### src/rtl/codec_cfg_pkg.sv
// codec_cfg_pkg
//   Shared configuration for the audio codec power-up sequencer:
//   - codec_reg_t        : one I2C register write (register address byte + data byte)
//   - INIT_LEN           : number of entries in the power-up table
//   - CODEC_INIT_TABLE   : constant register table, written in index order
//   - codec_init_state_e : sequencer FSM state encoding
//   Register address bytes follow the WM8731 layout: {reg[6:0], data[8]}.
package codec_cfg_pkg;

  typedef struct packed {
    logic [7:0] reg_addr;
    logic [7:0] data;
  } codec_reg_t;

  localparam int unsigned INIT_LEN = 10;

  localparam codec_reg_t CODEC_INIT_TABLE [INIT_LEN] = '{
    '{8'h1E, 8'h00},  // R15 reset
    '{8'h0C, 8'h00},  // R6  power down control: everything on
    '{8'h00, 8'h17},  // R0  left line in
    '{8'h02, 8'h17},  // R1  right line in
    '{8'h04, 8'h79},  // R2  left headphone out
    '{8'h06, 8'h79},  // R3  right headphone out
    '{8'h08, 8'h12},  // R4  analog audio path
    '{8'h0A, 8'h00},  // R5  digital audio path
    '{8'h0E, 8'h42},  // R7  digital interface format
    '{8'h12, 8'h01}   // R9  active
  };

  typedef enum logic [2:0] {
    ST_POWERUP,
    ST_ISSUE,
    ST_WAIT_BUSY,
    ST_WAIT_DONE,
    ST_GAP,
    ST_DONE,
    ST_ERROR
  } codec_init_state_e;

endpackage

### src/rtl/codec_init_seq.sv
// codec_init_seq
//   Power-up configuration sequencer for the audio codec. Waits a power-up
//   delay, then writes every CODEC_INIT_TABLE entry through i2c_controller's
//   start/busy/ack_error handshake, retrying NACKed entries up to MAX_RETRY
//   times. init_done / init_error report the outcome.
//
//   Optional feature (compile-time macro): CODEC_INIT_TIMEOUT_EN
//     defined   : watchdog of TIMEOUT_CYCLES in WAIT_BUSY and WAIT_DONE;
//                 expiry counts as an ack error.
//     undefined : both wait states wait indefinitely.
//
//   Ports
//     clk, rst_n      : system clock, asynchronous active-low reset
//     restart         : pulse, reruns the table from DONE or ERROR only
//     i2c_start       : one-cycle start pulse to the controller
//     i2c_dev_addr    : constant DEV_ADDR
//     i2c_reg_addr    : register address of the current entry
//     i2c_data        : data byte of the current entry
//     i2c_busy        : controller busy
//     i2c_ack_error   : controller NACK flag, valid when busy falls
//     init_done       : level, whole table written
//     init_error      : level, an entry exhausted its retries
//     cur_index       : current table index (debug)
module codec_init_seq
  import codec_cfg_pkg::*;
#(
  parameter logic [6:0]  DEV_ADDR       = 7'h34,
  parameter int unsigned POWERUP_CYCLES = 50_000,
  parameter int unsigned GAP_CYCLES     = 500,
  parameter int unsigned MAX_RETRY      = 3,
  parameter int unsigned TIMEOUT_CYCLES = 200_000,
  parameter int unsigned IDX_W          = (INIT_LEN > 1) ? $clog2(INIT_LEN) : 1
) (
  input  logic             clk,
  input  logic             rst_n,
  input  logic             restart,
  output logic             i2c_start,
  output logic [6:0]       i2c_dev_addr,
  output logic [7:0]       i2c_reg_addr,
  output logic [7:0]       i2c_data,
  input  logic             i2c_busy,
  input  logic             i2c_ack_error,
  output logic             init_done,
  output logic             init_error,
  output logic [IDX_W-1:0] cur_index
);

`ifdef CODEC_INIT_TIMEOUT_EN
  localparam bit TIMEOUT_EN = 1'b1;
`else
  localparam bit TIMEOUT_EN = 1'b0;
`endif

  localparam int unsigned RETRY_W = (MAX_RETRY > 0) ? $clog2(MAX_RETRY + 1) : 1;

  // The watchdog limit only sizes the counter when the watchdog exists.
  localparam int unsigned TMO_SIZE = TIMEOUT_EN ? TIMEOUT_CYCLES : 0;
  localparam int unsigned CNT_MAX_A = (POWERUP_CYCLES > GAP_CYCLES) ? POWERUP_CYCLES : GAP_CYCLES;
  localparam int unsigned CNT_MAX   = (CNT_MAX_A > TMO_SIZE) ? CNT_MAX_A : TMO_SIZE;
  localparam int unsigned CNT_W     = (CNT_MAX > 0) ? $clog2(CNT_MAX + 1) : 1;

  localparam logic [IDX_W-1:0]   LAST_IDX  = IDX_W'(INIT_LEN - 1);
  localparam logic [RETRY_W-1:0] RETRY_LIM = RETRY_W'(MAX_RETRY);

  codec_init_state_e  state_q;
  logic [CNT_W-1:0]   cnt_q;
  logic [RETRY_W-1:0] retry_q;
  logic               fatal_q;    // current entry used up its retries
  logic               wrapped_q;  // last entry written successfully
  logic [IDX_W-1:0]   idx_next;
  logic               timeout_hit;
  logic               txn_end;
  logic               txn_fail;

  assign i2c_dev_addr = DEV_ADDR;
  assign idx_next     = cur_index + 1'b1;

  // Transaction outcome: busy falling (ack_error sampled) or watchdog expiry.
  always_comb begin
    timeout_hit = 1'b0;
`ifdef CODEC_INIT_TIMEOUT_EN
    timeout_hit = (cnt_q == '0);
`endif
    txn_end  = 1'b0;
    txn_fail = 1'b0;
    case (state_q)
      ST_WAIT_BUSY: begin
        if (!i2c_busy && timeout_hit) begin
          txn_end  = 1'b1;
          txn_fail = 1'b1;
        end
      end
      ST_WAIT_DONE: begin
        if (!i2c_busy) begin
          txn_end  = 1'b1;
          txn_fail = i2c_ack_error;
        end else if (timeout_hit) begin
          txn_end  = 1'b1;
          txn_fail = 1'b1;
        end
      end
      default: ;
    endcase
  end

  always_ff @(posedge clk or negedge rst_n) begin
    if (!rst_n) begin
      state_q      <= ST_POWERUP;
      cnt_q        <= CNT_W'(POWERUP_CYCLES);
      retry_q      <= '0;
      fatal_q      <= 1'b0;
      wrapped_q    <= 1'b0;
      cur_index    <= '0;
      i2c_start    <= 1'b0;
      i2c_reg_addr <= CODEC_INIT_TABLE[0].reg_addr;
      i2c_data     <= CODEC_INIT_TABLE[0].data;
      init_done    <= 1'b0;
      init_error   <= 1'b0;
    end else begin
      i2c_start <= 1'b0;

      case (state_q)
        ST_POWERUP: begin
          if (cnt_q == '0) state_q <= ST_ISSUE;
          else             cnt_q   <= cnt_q - 1'b1;
        end

        ST_ISSUE: begin
          if (!i2c_busy) begin
            i2c_start <= 1'b1;
            state_q   <= ST_WAIT_BUSY;
`ifdef CODEC_INIT_TIMEOUT_EN
            cnt_q     <= CNT_W'(TIMEOUT_CYCLES);
`endif
          end
        end

        // Both wait states share the outcome handling; only WAIT_BUSY
        // advances on busy rising.
        ST_WAIT_BUSY, ST_WAIT_DONE: begin
          if (txn_end) begin
            cnt_q   <= CNT_W'(GAP_CYCLES);
            state_q <= ST_GAP;
            if (txn_fail) begin
              if (retry_q < RETRY_LIM) retry_q <= retry_q + 1'b1;
              else                     fatal_q <= 1'b1;
            end else begin
              retry_q <= '0;
              if (cur_index == LAST_IDX) begin
                cur_index    <= '0;
                wrapped_q    <= 1'b1;
                i2c_reg_addr <= CODEC_INIT_TABLE[0].reg_addr;
                i2c_data     <= CODEC_INIT_TABLE[0].data;
              end else begin
                cur_index    <= idx_next;
                i2c_reg_addr <= CODEC_INIT_TABLE[idx_next].reg_addr;
                i2c_data     <= CODEC_INIT_TABLE[idx_next].data;
              end
            end
          end else if (state_q == ST_WAIT_BUSY && i2c_busy) begin
            state_q <= ST_WAIT_DONE;
`ifdef CODEC_INIT_TIMEOUT_EN
            cnt_q   <= CNT_W'(TIMEOUT_CYCLES);
`endif
          end else if (cnt_q != '0) begin
            cnt_q <= cnt_q - 1'b1;
          end
        end

        ST_GAP: begin
          if (cnt_q != '0) begin
            cnt_q <= cnt_q - 1'b1;
          end else if (fatal_q) begin
            state_q    <= ST_ERROR;
            init_error <= 1'b1;
          end else if (wrapped_q) begin
            state_q   <= ST_DONE;
            init_done <= 1'b1;
          end else begin
            state_q <= ST_ISSUE;
          end
        end

        ST_DONE, ST_ERROR: begin
          if (restart) begin
            state_q      <= ST_ISSUE;
            cur_index    <= '0;
            retry_q      <= '0;
            fatal_q      <= 1'b0;
            wrapped_q    <= 1'b0;
            init_done    <= 1'b0;
            init_error   <= 1'b0;
            i2c_reg_addr <= CODEC_INIT_TABLE[0].reg_addr;
            i2c_data     <= CODEC_INIT_TABLE[0].data;
          end
        end

        default: state_q <= ST_POWERUP;
      endcase
    end
  end

endmodule

### config.mk
export PLATFORM = sky130hd
export DESIGN_NAME = codec_init_seq
export DESIGN_NICKNAME = d
export VERILOG_FILES = /design/src/rtl/codec_cfg_pkg.sv /design/src/rtl/codec_init_seq.sv
export SDC_FILE = /design/constraint.sdc
export NUM_CORES = 1
export LEC_CHECK = 0
export CAP_MARGIN = 40
export CELL_PAD_IN_SITES_DETAIL_PLACEMENT = 2
export CELL_PAD_IN_SITES_GLOBAL_PLACEMENT = 2
export CORE_MARGIN = 1
export CORE_UTILIZATION = 34
export DETAILED_ROUTE_END_ITERATION = 10
export PLACE_DENSITY = 0.92
export SLEW_MARGIN = 20
export SYNTH_ARGS = -nofsm -noshare
export SYNTH_HDL_FRONTEND = slang
export SYNTH_SLANG_ARGS = --single-unit
### constraint.sdc
create_clock -name clk -period 2.12 [get_ports clk]
set_input_delay 0.424 -clock clk [delete_from_list [all_inputs] [get_ports clk]]
set_output_delay 0.424 -clock clk [all_outputs]
set_load 0.05 [all_outputs]
==> impl_metrics.ini <==
[setup_path]
crit_arrival_ns = 2.34
critPathLaunchType = register
crit_chain = nor4b_1 > buf_4 > a22oi_1 > nor3_1 > a32o_1
critical_path.startpoint = state_q[2]$_DFFE_PN0P_
endpoint_kind = register
worst-path-buf-inv = 1
crit_family = simple AND/OR/NAND/NOR gates
required_ns = 2.36
max_stage_delay_ns = 0.53
rr_endpoint = i2c_data[4]$_DFFE_PN0P_
crit_cells = 5
worst-r2r-cell-count = 5
ff2ff_setup_slack_ns = 0.02
crit_path_end = i2c_data[4]$_DFFE_PN0P_
rr_startpoint = state_q[2]$_DFFE_PN0P_
slowest_stage = dfrtp_1
worstPathMaxFanout = 7
worstSetupPathType = reg2reg

[global_route]
first_global_vias = 2427
antenna_found_initial = 0
use_met2_pct = 41.1
grt.busiest_layer = met2
gr-usage-met3_pct = 3.43
grt_overflow = 0
grt_first_pass_wirelength_mm = 13.2
grt_max_degree = 41
use_met1_pct = 27.0
grtUsageTotal_pct = 23.0

[synthesis]
yosysTopAreaCell = dfrtp_1
synth_flop_cell = dfrtp_1
synth_warnings = 0
async_flop_share_pct = 100
synth_area_um2 = 2440
synth_cells = 258
synth_area_leaders = dfrtp_1, dfstp_2, ha_1
syn_area_per_cell_um2 = 9.46
ys_ff_latch = 40
synth-edff-count = 0
yosysTopAreaCellShare_pct = 30.8
netlist-cell-type-count = 55
seq_area_frac_synth_pct = 41.5

[die]
die_h_um = 86.7
num_rows = 30
ios = 35
core_um2 = 6870
dieArea_um2 = 7520
die_width_um = 86.7
start_util_pct = 35.5

[timing]
max_freq_mhz = 477
setup_ws_ns = 0.0238
setup_violations = 0
tightest_slew_ns = 0.689
relSlewSlack_pct = 53.9
drv_slew = 0
period_share_pct = 98.9
report.final.hold_viol_count = 0
final.min_clock_period_ns = 2.10
fin_skew_ns = 0.0157

[final_layout]
antenna_cells = 0
multi_input_area_um2 = 1300
stdcell_count = 393
finish.utilization_pct = 43.0
fillCellCount = 752
fin_area_um2 = 2950
area_delta_synth_final_pct = 21.1
nets = 311
ff_latch_area_um2 = 1010
layout-drive-gt1-share_pct = 20.2

[placement]
placed_area_um2 = 2830
pre_cts_ws_ns = -0.225
dp_hpwl_mm = 5.31
port_buffers = 22
place.gp.congestion = 0.797
place_inst = 385

[clocking]
cts_root_buffer = clkbuf_8
clk_latency_ns = 0.30
cts_setup_buffers = 0
cts_resized = 3
cts_tree = done
h-tree-depth = 2
numCtsBuffers = 5
clockBufferDepth = 2
clkTransAtPathRegs_ns = 0.08
cts_num_sinks = 40
cts_hold_buf = 0

[hold_path]
hp-class = in2async

[power]
powerDensity_nw_per_um2 = 1640
leakage_nw = 1.30
power_w = 0.00484
vdd_drop_max_uv = 571

[route]
wirelength_mm = 8.13
postRouteAntennaNets = 0
vias = 2163
first_iter_violations = 61
viasPerCell = 5.50
drc = 0
detail_route.wl_per_cell_um = 20.7
dr.pass1.iters = 4

[outcome]
status = finished clean

[run]
max_cap_violations = 0
==> state kept, by name (all words and copies together) (netlist names) <==
register	flops
i2c_data	6
init_done	1
state_q	3
wrapped_q	1
retry_q	2
i2c_reg_addr	4
fatal_q	1
init_error	1
cnt_q	16
cur_index	4
i2c_start	1
==> placed cells by master (no fill, tap or decap), types with 3 or more instances in the layout <==
| cell | Yosys | final |
|---|---|---|
| xor2_1 | 3 | 3 |
| clkbuf_8 | 1 | 5 |
| dfrtp_1 | 30 | 29 |
| mux2i_1 | 6 | 5 |
| nor2_1 | 11 | 11 |
| a21oi_1 | 16 | 15 |
| nand2_1 | 20 | 20 |
| nand3_1 | 9 | 9 |
| and2_1 | 3 | 3 |
| a22o_1 | 3 | 3 |
| o21ai_0 | 14 | 14 |
| buf_4 | 14 | 25 |
| or3_1 | 4 | 4 |
| or4_1 | 5 | 5 |
| inv_1 | 11 | 11 |
| a31oi_1 | 4 | 4 |
| a32o_1 | 3 | 3 |
| or3_2 | 3 | 3 |
| dfstp_2 | 10 | 10 |
| nor3_1 | 3 | 3 |
| conb_1 | 2 | 12 |
| nand2b_1 | 11 | 11 |
| ha_1 | 10 | 10 |
| clkdlybuf4s50_1 | 0 | 18 |
| nor4_1 | 6 | 6 |
| o31ai_1 | 6 | 6 |
==> synthesized netlist by cell type (4+ instances only) <==
cell type / count
buf_4: 14
or4_1: 5
a21oi_1: 16
nand2_1: 20
nor2_1: 11
ha_1: 10
nand2b_1: 11
o21ai_0: 14
nand3_1: 9
or3_1: 4
clkbuf_1: 7
o31ai_1: 6
nor4_1: 6
dfstp_2: 10
mux2i_1: 6
inv_1: 11
a31oi_1: 4
dfrtp_1: 30
==> worst min path at each step <==
stage	depth (start not counted)	slack [ns]	to
after floorplan	0	0.13	cnt_q[0]$_DFFE_PN0P_
after global placement	2	0.46	i2c_data[1]$_DFFE_PN0P_
after detailed placement	2	0.48	cnt_q[9]$_DFFE_PN1P_
after CTS	2	0.20	retry_q[0]$_DFFE_PN0P_
after global routing	2	0.21	state_q[2]$_DFFE_PN0P_
final	2	0.18	state_q[2]$_DFFE_PN0P_
==> worst reg2reg max path, stage by stage (launching register included) <==
cell     delay [ns]
dfrtp_1        0.53
nor4b_1        0.50
buf_4          0.21
a22oi_1        0.11
nor3_1         0.46
a32o_1         0.24
==> layout make-up <==
class / instances / area share (%)
multi-input combinational: 192 / 44.0
sequential: 40 / 34.3
timing repair buffer: 46 / 13.5
tap: 96 / 4.07
clock buffer: 7 / 2.58
inverter: 11 / 1.40
clock inverter: 1 / 0.169
==> power breakdown <==
part | switching [W] | total (W) | internal (W)
logic | 0.00176 | 0.00280 | 0.00104
clock network | 0.000278 | 0.000509 | 0.000231
registers | 0.000410 | 0.00153 | 0.00112
==> logic make-up after synthesis <==
family,count (synthesis),synth area share (%)
AOI/OAI and AO/OA,65,18.0
other,2,0.308
buffers and inverters,36,8.26
and+or+nand+nor,92,21.6
xor gates and xnor gates,5,1.80
adders and majority gates,10,5.13
DFF,40,41.5
muxes,8,3.38
==> layer usage <==
layer,up-vias,part of all wire (%)
li1,993,-
met1,1105,42
met2,50,53
met3,15,2.8
met4,0,2.5
met5,-,0
==> per-stage QoR <==
stage                     setup TNS, ns  hold WS, ns
after detailed placement          -1.10        0.483
after CTS                             0        0.202
final                                 0        0.181
after global placement           -0.427        0.464
after global routing            -0.0541        0.213
after floorplan                       0        0.128
No activity file was read; power rests on OpenSTA's default activity.
